--- config.mk ---
export PLATFORM = sky130hd
export DESIGN_NAME = seq_det_prog
export DESIGN_NICKNAME = d
export VERILOG_FILES = /design/src/rtl/seq_det_pkg.sv /design/src/rtl/seq_det_hist.sv /design/src/rtl/seq_det_prog.sv
export SDC_FILE = /design/constraint.sdc
export NUM_CORES = 1
export LEC_CHECK = 0
export ABC_AREA = 1
export CAP_MARGIN = 20
export CELL_PAD_IN_SITES_DETAIL_PLACEMENT = 0
export CELL_PAD_IN_SITES_GLOBAL_PLACEMENT = 1
export CORE_MARGIN = 5
export CORE_UTILIZATION = 36
export DETAILED_ROUTE_END_ITERATION = 10
export GPL_TIMING_DRIVEN = 0
export PLACE_DENSITY_LB_ADDON = 0.15
export REMOVE_ABC_BUFFERS = 1
export SLEW_MARGIN = 5
export SYNTH_ARGS = -nofsm -noshare
export SYNTH_HDL_FRONTEND = slang
export SYNTH_SLANG_ARGS = --single-unit
--- constraint.sdc ---
create_clock -name clk -period 2.4 [get_ports clk]
set_input_delay 0.36 -clock clk [delete_from_list [all_inputs] [get_ports clk]]
set_output_delay 0.36 -clock clk [all_outputs]
set_load 0.02 [all_outputs]
--- src/rtl/seq_det_pkg.sv ---
// Shared constants and helpers for the programmable serial pattern detector.
// Mask helper covers patterns up to MASK_W bits wide.
package seq_det_pkg;

  localparam int PAT_W_DEF = 8;
  localparam int CNT_W_DEF = 8;
  localparam int MASK_W    = 32;

  function automatic int len_w(input int pat_w);
    return $clog2(pat_w + 1);
  endfunction

  // Ones in bit positions 0..len-1; all higher positions are don't-care.
  function automatic logic [MASK_W-1:0] len_mask(input int len);
    logic [MASK_W-1:0] m;
    m = '0;
    for (int i = 0; i < MASK_W; i++) begin
      if (i < len) m[i] = 1'b1;
    end
    return m;
  endfunction

endpackage

--- src/rtl/seq_det_hist.sv ---
// Serial history shift register with a saturating fill counter.
// Presents the post-accept history/fill so the caller can judge a match on the same edge.
module seq_det_hist
  import seq_det_pkg::*;
#(
  parameter int PAT_W = PAT_W_DEF,
  parameter int LEN_W = len_w(PAT_W)
) (
  input  logic             clk,
  input  logic             rst,
  input  logic             accept,
  input  logic             clear,
  input  logic             consume,
  input  logic             din,
  output logic [PAT_W-1:0] hist_acc,
  output logic [LEN_W-1:0] fill_acc
);

  // Only PAT_W-1 bits need storing: the oldest bit falls out on the next accept.
  logic [PAT_W-2:0] hist;
  logic [LEN_W-1:0] fill;

  always_comb begin
    hist_acc = {hist, din};
    fill_acc = (fill == LEN_W'(PAT_W)) ? fill : fill + LEN_W'(1);
  end

  always_ff @(posedge clk) begin
    // NOTE: non-blocking assignments so every register samples pre-edge values.
    if (rst || clear) begin
      hist <= '0;
      fill <= '0;
    end else if (accept) begin
      hist <= hist_acc[PAT_W-2:0];
      fill <= consume ? '0 : fill_acc;
    end
  end

endmodule

--- src/rtl/seq_det_prog.sv ---
// Run-time programmable serial bit-pattern detector with registered one-cycle match pulse.
// Optional saturating match counter enabled by defining SEQ_DET_MATCH_CNT_EN.
module seq_det_prog
  import seq_det_pkg::*;
#(
  parameter int               PAT_W       = PAT_W_DEF,
  parameter logic [PAT_W-1:0] DEF_PATTERN = PAT_W'('h08),
  parameter int               DEF_LEN     = 4,
  parameter int               CNT_W       = CNT_W_DEF,
  localparam int              LEN_W       = len_w(PAT_W)
) (
  input  logic             clk,
  input  logic             rst,
  input  logic             din,
  input  logic             din_valid,
  input  logic             ovl_en,
  input  logic             cfg_load,
  input  logic [PAT_W-1:0] cfg_pattern,
  input  logic [LEN_W-1:0] cfg_len,
  output logic             match,
  output logic             cfg_err,
  output logic [CNT_W-1:0] match_count
);

  logic [PAT_W-1:0] pat;
  logic [LEN_W-1:0] len;
  logic [PAT_W-1:0] hist_acc;
  logic [LEN_W-1:0] fill_acc;
  logic             len_legal, load_ok, load_bad, accept, hit, consume;

  always_comb begin
    // NOTE: every output assigned up front so no path infers a latch.
    len_legal = (cfg_len != '0) && (cfg_len <= LEN_W'(PAT_W));
    load_ok   = cfg_load && len_legal;
    load_bad  = cfg_load && !len_legal;
    accept    = din_valid && !load_ok;
    hit       = accept && (fill_acc >= len) &&
                (((MASK_W'(hist_acc) ^ MASK_W'(pat)) & len_mask(int'(len))) == '0);
    consume   = hit && !ovl_en;
  end

  seq_det_hist #(
    .PAT_W (PAT_W),
    .LEN_W (LEN_W)
  ) u_hist (
    .clk      (clk),
    .rst      (rst),
    .accept   (accept),
    .clear    (load_ok),
    .consume  (consume),
    .din      (din),
    .hist_acc (hist_acc),
    .fill_acc (fill_acc)
  );

  always_ff @(posedge clk) begin
    if (rst) begin
      pat     <= DEF_PATTERN;
      len     <= LEN_W'(DEF_LEN);
      match   <= 1'b0;
      cfg_err <= 1'b0;
    end else begin
      match   <= hit;
      cfg_err <= load_bad;
      if (load_ok) begin
        pat <= cfg_pattern;
        len <= cfg_len;
      end
    end
  end

`ifdef SEQ_DET_MATCH_CNT_EN
  logic [CNT_W-1:0] cnt;

  always_ff @(posedge clk) begin
    if (rst || load_ok) begin
      cnt <= '0;
    end else if (hit && (cnt != '1)) begin
      cnt <= cnt + CNT_W'(1);
    end
  end

  assign match_count = cnt;
`else
  assign match_count = '0;
`endif

endmodule
### Yosys cells after proc, flatten, opt, wreduce, memory -nomap -nowiden

Cells that the tools add are included.

| operators by class | value |
|---|---|
| bitwise gates (word level) | 2 |
| order comparisons | 17 |
| add/subtract/negate cells | 1 |
| mux-type cells | 17 |
| $mul | 0 |
| reduce and logical (&&, ||, !) cells | 13 |
| shift operators | 0 |
| div/mod/pow operators | 0 |
| eq/ne operators | 1 |

Operators by type and width:

| cell | count |
|---|---|
| $logic_not A32 Y1 | 1 |
| $lt A4 B4 Y1 const A | 7 |
| $lt A3 B4 Y1 const A | 4 |
| $and A8 B15 Y15 | 1 |
| $mux W1 | 15 |
| $lt A1 B4 Y1 const A | 2 |
| $lt A2 B4 Y1 const A | 2 |
| $mux W4 | 2 |
| $xor A8 B8 Y8 | 1 |
| $logic_and A1 B1 Y1 | 7 |
| $add A4 B1 Y4 const B | 1 |
| $eq A4 B4 Y1 const B | 1 |
| $ge A4 B4 Y1 | 1 |
| $le A4 B4 Y1 const B | 1 |
| $reduce_bool A4 Y1 | 1 |
| $logic_not A1 Y1 | 3 |
| $logic_or A1 B1 Y1 | 1 |

| word-level totals | value |
|---|---|
| logic and storage cells | 57 |
| memory bits (read-only) | 0 |
| flip-flop bits (word level) | 25 |
| memories kept | 0 |
| bits in writable memories | 0 |
| latch bits | 0 |

### Logic depth before layout (Yosys ltp)

Gate-level depths: netlist of run 1.

| depth | value |
|---|---|
| depth after elaboration | 9 |
| mapped depth | 15 |
| gate-level depth less buffers | 15 |

### Modules after synthesis

From an unflattened synthesis of run 1, not the netlist that was laid out.

| unflattened totals | value |
|---|---|
| cells, all modules | 215 |
| area total of the unflattened synthesis | 1460.2 µm² |

Modules (own cells, without submodules):

| module | times used | area each (µm²) | cells an instance |
|---|---|---|---|
| seq_det_prog | 1 | 927.1 | 143 |
| seq_det_hist | 1 | 533.0 | 72 |

### Worst setup path after synthesis of run 1

Ideal clock, no wire load.

| timing | value |
|---|---|
| kind | reg2reg |
| start point | register u_hist.fill[0] |
| end point | register u_hist.fill[3] |
| stages on the path, launching flop included | 15 |
| buffers on the path | 0 |
| setup time | 0.070 ns |
| slack | 0.582 ns |
| data arrival time | 1.748 ns |
| cell sequence | dfxtp_1 inv_1 ha_1 nand2_1 nor2_1 xor2_1 inv_1 ha_1 nand2_1 nor2_1 nor2_1 nor2_4 nand3_4 nand2_1 a21oi_1 |

| between the ends | value |
|---|---|
| longest elaborated chain between the ends | 7 |

Ends and longest elaborated chain:

| element | line | text |
|---|---|---|
| start, declared | seq_det_hist.sv:21 | `logic [LEN_W-1:0] fill;` |
| start signal, assigned | seq_det_hist.sv:35 | `fill <= consume ? '0 : fill_acc;` |
| $add A4 B1 Y4 / $eq A4 B4 Y1 (equally long branches) | seq_det_hist.sv:25 | `fill_acc = (fill == LEN_W'(PAT_W)) ? fill : fill + LEN_W'(1);` |
| $mux W4 * | seq_det_hist.sv:25 |  |
| $ge A4 B4 Y1 | seq_det_prog.sv:37 | `hit = accept && (fill_acc >= len) &&` |
| $logic_and A1 B1 Y1 (2 in a row) | seq_det_prog.sv:37 |  |
| $logic_and A1 B1 Y1 | seq_det_prog.sv:39 | `consume = hit && !ovl_en;` |
| $mux W4 * | seq_det_hist.sv:35 |  |

Mark *: on every way between the ends. The rest lies on a longest branch, timed or not.
A chain may end at the register's enable or synchronous reset.

### Final worst setup path of run 1

| timing | value |
|---|---|
| start point | register u_hist.fill[0] |
| end point | register u_hist.fill[2] |

Same word-level chain as after synthesis.

==> qor.log, run 1 <==
qor: run_status.result_of_the_run finished, final reports clean
qor: clock_tree.cts.root.buffer_cell sky130_fd_sc_hd__clkbuf_8
qor: placed_design.dp.final_hpwl 2.38 mm
qor: timing.fin_worst_skew 0.00227 ns
qor: yosys.async_flop_share 0
qor: clock_tree.cts_resized 0
qor: timing.period_share 0.835
qor: clock_tree.cts.htree.levels 1
qor: yosys.yosys_warnings 0
qor: clock_tree.hold_buffers 0
qor: yosys.synth_area_leaders sky130_fd_sc_hd__dfxtp_1, sky130_fd_sc_hd__nand2_1, sky130_fd_sc_hd__a21oi_1
qor: yosys.post_synth_num_cell_types 26
qor: floorplanning.initial_utilization 0.380
qor: power_and_ir_drop.total_power_divided_by_cell_area 561 nW/µm²
qor: critical_path.timing.critical_path.slowest_stage_cell sky130_fd_sc_hd__dfxtp_1
qor: yosys.synth_seq_area_share 0.352
qor: global_routing.first_global_vias 1,143
qor: clock_tree.cts_tree yes
qor: critical_path.critPathCapture u_hist.fill[2]
qor: yosys.synthesis.area 1420 µm²
qor: detailed_routing.drt.antenna.violating_nets 0
qor: critical_path.cpPeakStageDelay 0.35 ns
qor: critical_path.timing.rr.start u_hist.fill[0]
qor: timing.final.setup.tns 0 ns
qor: power_and_ir_drop.max-vdd-ir-drop 204 µV
qor: detailed_routing.detailed_route_wl 3.11 mm
qor: flow_run.maxCapViolations 0
qor: detailed_routing.wl_per_cell 11.3 µm
qor: critical_path.arrival 2.17 ns
qor: timing.final_critical_path_setup_slack 0.395 ns
qor: layout.util_after_layout 0.444
qor: timing.setup_repair_after_global_routing_missed_its_margin no
qor: placed_design.post-place-cells 270
qor: timing.finalWorstPathRequiredPeriod 2.01 ns
qor: timing.hold_viol_final 0
qor: critical_path.worst-endpoint-required 2.56 ns
qor: layout.layout.nets 251
qor: critical_path.worst_path_maximum_fanout 4
qor: critical_path.worst-setup-path-type reg2reg
qor: clock_tree.insertion_delay 0.27 ns
qor: yosys.synth_edf_count 0
qor: detailed_routing.wl_met3 165 µm
qor: global_routing.grt_use_total 0.127
qor: yosys.syn-instance-count 208
qor: floorplanning.die_area 5300 µm²
qor: critical_path.r2r_setup_slack 0.39 ns
qor: placed_design.worst_setup_slack_after_placement 0.183 ns
qor: timing.hold_slack 0.473 ns
qor: detailed_routing.drcViolationCount 0
qor: global_routing.maximum_number_of_pins_on_one_net_before_global_route_repair 23
qor: yosys.synth-seq-cells 25
qor: detailed_routing.detailedRoute.firstIterationViolations 57
qor: yosys.yosys.cell_count.top_type sky130_fd_sc_hd__nand2_1
qor: layout.final_layout_size_suffix_gt1_frac 0.0973
qor: global_routing.grt_overflow_total 0
qor: layout.insertedDiodeCount 0
qor: detailed_routing.highest-signal-layer met4
qor: critical_path.crit_path_cell_trace inv_1 > ha_1 > nand2_1 > nor2_1 > xor2_1 > inv_1 > ha_1 > o21bai_1 > nand2_1 > nand2_1 > nor2_1 > nor2_4 > nand3_4 > nand2_1 > a21oi_1
qor: power_and_ir_drop.power.share.switching 0.309
qor: yosys.post-synth-top-area-fraction 0.352
qor: yosys.synth_common_cells sky130_fd_sc_hd__nand2_1, sky130_fd_sc_hd__inv_1, sky130_fd_sc_hd__dfxtp_1, sky130_fd_sc_hd__a21oi_1, sky130_fd_sc_hd__o21ai_0
qor: detailed_routing.routed-via-count 1,256
qor: critical_path.timing.reg2reg.worst_path_depth 15
qor: floorplanning.core-area 3740 µm²
qor: power_and_ir_drop.cellInternalPower 0.644 mW
qor: hold_path.hold_path.startpoint pat[4]
qor: detailed_routing.firstDrtPassIters 4
qor: clock_tree.post_cts_buffers 0
qor: detailed_routing.met2_wirelength 1.32 mm
qor: layout.final_cells 274
qor: placed_design.buffer_ports.inserted 19
qor: critical_path.critPathLaunchType flop
qor: clock_tree.clk_transition_reported_paths 0.09 ns
qor: clock_tree.numClockSinks 25
qor: critical_path.worstReg2RegEnd u_hist.fill[2]
qor: yosys.post_synth.cell_area_avg 6.83 µm²
qor: layout.filler_cell_count 393
qor: timing.fmaxAchievable 0.499 GHz
qor: floorplanning.die_height 72.8 µm
qor: power_and_ir_drop.sequentialPowerShare 0.495
qor: global_routing.antenna_found_initial 0
qor: critical_path.cp_common_cell sky130_fd_sc_hd__nand2_1
qor: power_and_ir_drop.clock_power_share 0.272
qor: clock_tree.cts-root-to-sink-buffers 2
qor: yosys.yosysTopAreaCell sky130_fd_sc_hd__dfxtp_1
qor: floorplanning.die_width 72.8 µm
qor: clock_tree.number_of_clock_buffers_inserted_by_tritoncts 3
qor: floorplanning.boundary_pins 28
qor: power_and_ir_drop.p_comb_frac 0.232
qor: floorplanning.num_rows 22
qor: global_routing.first_pass_grt_wire_length 5.24 mm
qor: detailed_routing.met1_wl 1.59 mm
qor: timing.slew_viol_final 0
qor: placed_design.globalplace.congestion 0.797
qor: yosys.synth-main-ff-cell sky130_fd_sc_hd__dfxtp_1
qor: critical_path.worst_setup_path_startpoint u_hist.fill[0]
qor: power_and_ir_drop.power.leakage 0.771 nW
qor: power_and_ir_drop.p_sw 0.288 mW
qor: hold_path.min-delay-path-class reg2reg
qor: layout.layout_overhead_on_the_synthesized_area 17.0%
qor: timing.setup_viol 0
qor: critical_path.critical_path.endpoint_type flop
qor: detailed_routing.via_per_inst 4.58
## how the worst min path moves through the flow
| stage | endpoint | slack, ns | cells after the start |
|---|---|---|---|
| 2_1_floorplan | len[0] | 0.43 | 1 |
| 3_3_place_gp | pat[5] | 0.45 | 2 |
| 3_5_place_dp | u_hist.hist[6] | 0.46 | 2 |
| 4_1_cts | u_hist.hist[6] | 0.48 | 2 |
| 5_1_grt | u_hist.hist[6] | 0.49 | 2 |
| 6_report | pat[4] | 0.47 | 2 |
## layer usage
metal  vias up  GRT usage
li1        667          -
met1       548      0.177
met2        37      0.195
met3         4     0.0220
met4         0     0.0430
met5         -          0
## worst max-delay path: cells and delay by family, from the launching register on
family | cells | cell delay (ns)
xor gates and xnor gates | 1 | 0.20
DFF | 1 | 0.35
AOI/OAI and AO/OA | 2 | 0.19
adders and majority gates | 2 | 0.31
and+or+nand+nor | 8 | 0.69
buffers and inverters | 2 | 0.16
## final cells by class
type | instances | area, µm² | share of cell area
tap | 48 | 60.1 | 0.0361
sequential | 25 | 500 | 0.301
multi-input combinational | 143 | 734 | 0.442
clock inverter | 1 | 5.00 | 0.00301
inverter | 35 | 131 | 0.0790
timing repair buffer | 19 | 190 | 0.114
clock buffer | 3 | 41.3 | 0.0248
## cell families after synthesis
group / share of synthesized area
XOR/XNOR: 0.0185
flip-flops: 0.352
buffers and inverters: 0.150
AO/OA/AOI/OAI: 0.165
AND/OR/NAND/NOR: 0.260
adder cells (fa/ha/maj): 0.0528
other: 0.00264
## power groups by stage
| stage | clock network (mW) | registers [mW] | logic, mW |
|---|---|---|---|
| 6_report | 0.254 | 0.462 | 0.217 |
| 5_1_grt | 0.289 | 0.465 | 0.249 |
| 4_1_cts | 0.264 | 0.461 | 0.218 |
| 3_5_place_dp | 0 | 0.471 | 0.218 |
| 3_3_place_gp | 0 | 0.470 | 0.213 |
| 2_1_floorplan | 0 | 0.467 | 0.150 |
## registers in the layout, indices dropped and copies added (netlist names)
signal	count
u_hist.hist	7
u_hist.fill	4
pat	8
cfg_err	1
match	1
len	4
## per-stage QoR
step / area [µm²] / total power [mW]
6_report: 1660 / 0.932
5_1_grt: 1660 / 1.00
3_3_place_gp: 1620 / 0.683
4_1_cts: 1660 / 0.944
2_1_floorplan: 1370 / 0.618
3_5_place_dp: 1620 / 0.688
## cells in the final DEF, fill, tap and decap left out, types with 2 or more instances in the layout
master / count
sky130_fd_sc_hd__nand2_1: 56
sky130_fd_sc_hd__inv_1: 27
sky130_fd_sc_hd__dfxtp_1: 25
sky130_fd_sc_hd__a21oi_1: 22
sky130_fd_sc_hd__clkdlybuf4s50_1: 19
sky130_fd_sc_hd__o21ai_0: 13
sky130_fd_sc_hd__nor2_1: 8
sky130_fd_sc_hd__conb_1: 8
sky130_fd_sc_hd__inv_2: 7
sky130_fd_sc_hd__nand3_1: 6
sky130_fd_sc_hd__o21ai_1: 6
sky130_fd_sc_hd__ha_1: 6
sky130_fd_sc_hd__nand2_2: 4
sky130_fd_sc_hd__clkbuf_8: 3
sky130_fd_sc_hd__xnor2_1: 2
sky130_fd_sc_hd__nor2_2: 2
sky130_fd_sc_hd__nor2_4: 2
sky130_fd_sc_hd__o211ai_1: 2
Power figures use the tool's default switching activity.
==> inputs of run 2 (changes only) <==
--- a/config.mk
+++ b/config.mk
@@ -10,7 +10,7 @@
 export CELL_PAD_IN_SITES_DETAIL_PLACEMENT = 0
 export CELL_PAD_IN_SITES_GLOBAL_PLACEMENT = 1
 export CORE_MARGIN = 5
-export CORE_UTILIZATION = 36
+export CORE_UTILIZATION = 32
 export DETAILED_ROUTE_END_ITERATION = 10
 export GPL_TIMING_DRIVEN = 0
 export PLACE_DENSITY_LB_ADDON = 0.15
==> constraint.sdc (replaced) <==
create_clock -name clk -period 1.6 [get_ports clk]
set_input_delay 0.24 -clock clk [delete_from_list [all_inputs] [get_ports clk]]
set_output_delay 0.24 -clock clk [all_outputs]
set_load 0.02 [all_outputs]
==> qor.log, run 2 (same netlist as run 1, synthesis figures left out) <==
qor: layout.biggestRegsByFlops pat x8, u_hist.hist x7
qor: clock_tree.number_of_clock_buffers_inserted_by_tritoncts 3
qor: global_routing.antenna_found_initial 0
qor: floorplanning.die_width 76.6 µm
qor: global_routing.maximum_number_of_pins_on_one_net_before_global_route_repair 23
qor: timing.setup_viol 5
qor: detailed_routing.drt.antenna.violating_nets 0
qor: global_routing.first_pass_grt_wire_length 5.59 mm
qor: placed_design.buffer_ports.inserted 19
qor: power_and_ir_drop.cellInternalPower 0.991 mW
qor: timing.fmaxAchievable 0.506 GHz
qor: clock_tree.cts-root-to-sink-buffers 2
qor: floorplanning.die_height 76.6 µm
qor: clock_tree.clk_transition_reported_paths 0.09 ns
qor: critical_path.critical_path.endpoint_type flop
qor: placed_design.post_dp_cell_area 1620 µm²
qor: run_status.result_of_the_run finished with violations
qor: power_and_ir_drop.max-vdd-ir-drop 340 µV
qor: layout.seq_area 505 µm²
qor: placed_design.post-place-cells 274
qor: layout.area_of_combinational_cells_with_multiple_inputs 816 µm²
qor: placed_design.dp.final_hpwl 2.38 mm
qor: detailed_routing.wl_per_cell 12.4 µm
qor: layout.util_after_layout 0.413
qor: power_and_ir_drop.clock_power_share 0.269
qor: layout.layout_overhead_on_the_synthesized_area 25.5%
qor: clock_tree.cts_tree yes
qor: detailed_routing.detailedRoute.firstIterationViolations 55
qor: detailed_routing.drcViolationCount 0
qor: timing.setup_repair_after_global_routing_missed_its_margin yes
qor: layout.layout.cells.most_common sky130_fd_sc_hd__nand2_1
qor: flow_run.maxCapViolations 0
qor: floorplanning.initial_utilization 0.329
qor: critical_path.worst_path_maximum_fanout 4
qor: critical_path.arrival 2.14 ns
qor: detailed_routing.via_per_inst 4.56
qor: timing.period_share 1.23
qor: critical_path.worst-setup-path-type reg2reg
qor: layout.most-common-layout-cells sky130_fd_sc_hd__nand2_1, sky130_fd_sc_hd__inv_1, sky130_fd_sc_hd__dfxtp_1, sky130_fd_sc_hd__a21oi_1, sky130_fd_sc_hd__clkdlybuf4s50_1
qor: layout.insertedDiodeCount 0
qor: power_and_ir_drop.power.leakage 0.794 nW
qor: clock_tree.insertion_delay 0.27 ns
qor: power_and_ir_drop.power.share.switching 0.320
qor: hold_path.min-delay-path-class reg2reg
qor: power_and_ir_drop.total_power_divided_by_cell_area 818 nW/µm²
qor: layout.layout.nets 255
qor: global_routing.grt_use_total 0.117
qor: layout.final_layout_size_suffix_gt1_frac 0.187
qor: timing.fin_worst_skew 0.00431 ns
qor: power_and_ir_drop.sequentialPowerShare 0.477
qor: hold_path.whs_path_depth 2
qor: floorplanning.boundary_pins 28
qor: layout.layout.cell_area.non_filler 1780 µm²
qor: clock_tree.numClockSinks 25
qor: power_and_ir_drop.p_sw 0.467 mW
qor: timing.final_critical_path_setup_slack -0.375 ns
qor: timing.slew_viol_final 0
qor: detailed_routing.routed-via-count 1,286
qor: detailed_routing.firstDrtPassIters 4
qor: critical_path.worst-endpoint-required 1.76 ns
qor: floorplanning.die_area 5870 µm²
qor: critical_path.critPathLaunchType flop
qor: layout.largest_reg_flops 8
qor: floorplanning.core-area 4320 µm²
qor: detailed_routing.detailed_route_wl 3.50 mm
qor: floorplanning.num_rows 24
qor: power_and_ir_drop.p_comb_frac 0.254
qor: timing.hold_viol_final 0
qor: layout.final_cells 282
qor: clock_tree.cts.htree.levels 1
qor: layout.filler_cell_count 491
qor: critical_path.timing.reg2reg.worst_path_depth 15
qor: placed_design.globalplace.congestion 0.683
qor: clock_tree.hold_buffers 0
qor: global_routing.grt_overflow_total 0
qor: global_routing.first_global_vias 1,173
qor: run_status.violations setup timing
qor: timing.finalWorstPathRequiredPeriod 1.97 ns
qor: layout.max_flop_register pat
qor: timing.hold_slack 0.474 ns
qor: clock_tree.cts.root.buffer_cell sky130_fd_sc_hd__clkbuf_8
run 2: final cells by class:
class                      count  area share
sequential                    25       0.283
clock inverter                 1     0.00421
tap                           52      0.0365
timing repair buffer          22       0.119
clock buffer                   3      0.0231
inverter                      35      0.0764
multi-input combinational    144       0.457
run 2: worst paths after layout:
check | slack [ns] | end | start
min reg2reg | 0.47 | pat[6] | pat[6]
min | 0.47 | pat[6] | pat[6]
max reg2reg | -0.37 | u_hist.fill[1] | u_hist.fill[0]
max | -0.37 | u_hist.fill[1] | u_hist.fill[0]
run 2: power groups by stage:
stage                     Clock (mW)  Sequential (mW)  Combinational (mW)
after floorplan                    0            0.701               0.226
after global placement             0            0.706               0.326
after detailed placement           0            0.706               0.326
after CTS                      0.419            0.693               0.333
after global routing           0.441            0.702               0.428
final                          0.393            0.696               0.371
run 2: metal layers:
layer	global-route usage	wire, µm	vias up
li1	-	-	684
met1	0.164	1700	577
met2	0.177	1640	21
met3	0.0213	122	4
met4	0.0420	31	0
met5	0	0	-
run 2: worst max-delay path: stages, from the launching register on:
cell and delay [ns]:
sky130_fd_sc_hd__dfxtp_4 0.37, sky130_fd_sc_hd__inv_4 0.06, sky130_fd_sc_hd__ha_4 0.12, sky130_fd_sc_hd__nand2_4 0.05, sky130_fd_sc_hd__nor2_4 0.13, sky130_fd_sc_hd__xor2_2 0.18, sky130_fd_sc_hd__inv_1 0.07, sky130_fd_sc_hd__ha_2 0.16
sky130_fd_sc_hd__o21bai_1 0.16, sky130_fd_sc_hd__nand2_1 0.09, sky130_fd_sc_hd__nand2_2 0.06, sky130_fd_sc_hd__nor2_2 0.05, sky130_fd_sc_hd__nor2_4 0.12, sky130_fd_sc_hd__nand3_4 0.11, sky130_fd_sc_hd__nand2_2 0.09, sky130_fd_sc_hd__a21oi_2 0.04
run 2: metrics by stage:
stage	power, mW	worst slack (ns)	setup TNS, ns
after detailed placement	1.03	-0.472	-8.28
after CTS	1.45	-0.319	-1.48
final	1.46	-0.375	-1.71
after floorplan	0.927	-0.218	-0.983
after global routing	1.57	-0.555	-2.59
after global placement	1.03	-0.478	-8.45
run 2: repair_timing:
action                     CTS  global route
pin swaps                    5            11
hold endpoints to repair     0             0
setup buffers                0             3
setup endpoints to repair   14            12
gates resized for setup      5            20
cloned                       0             1
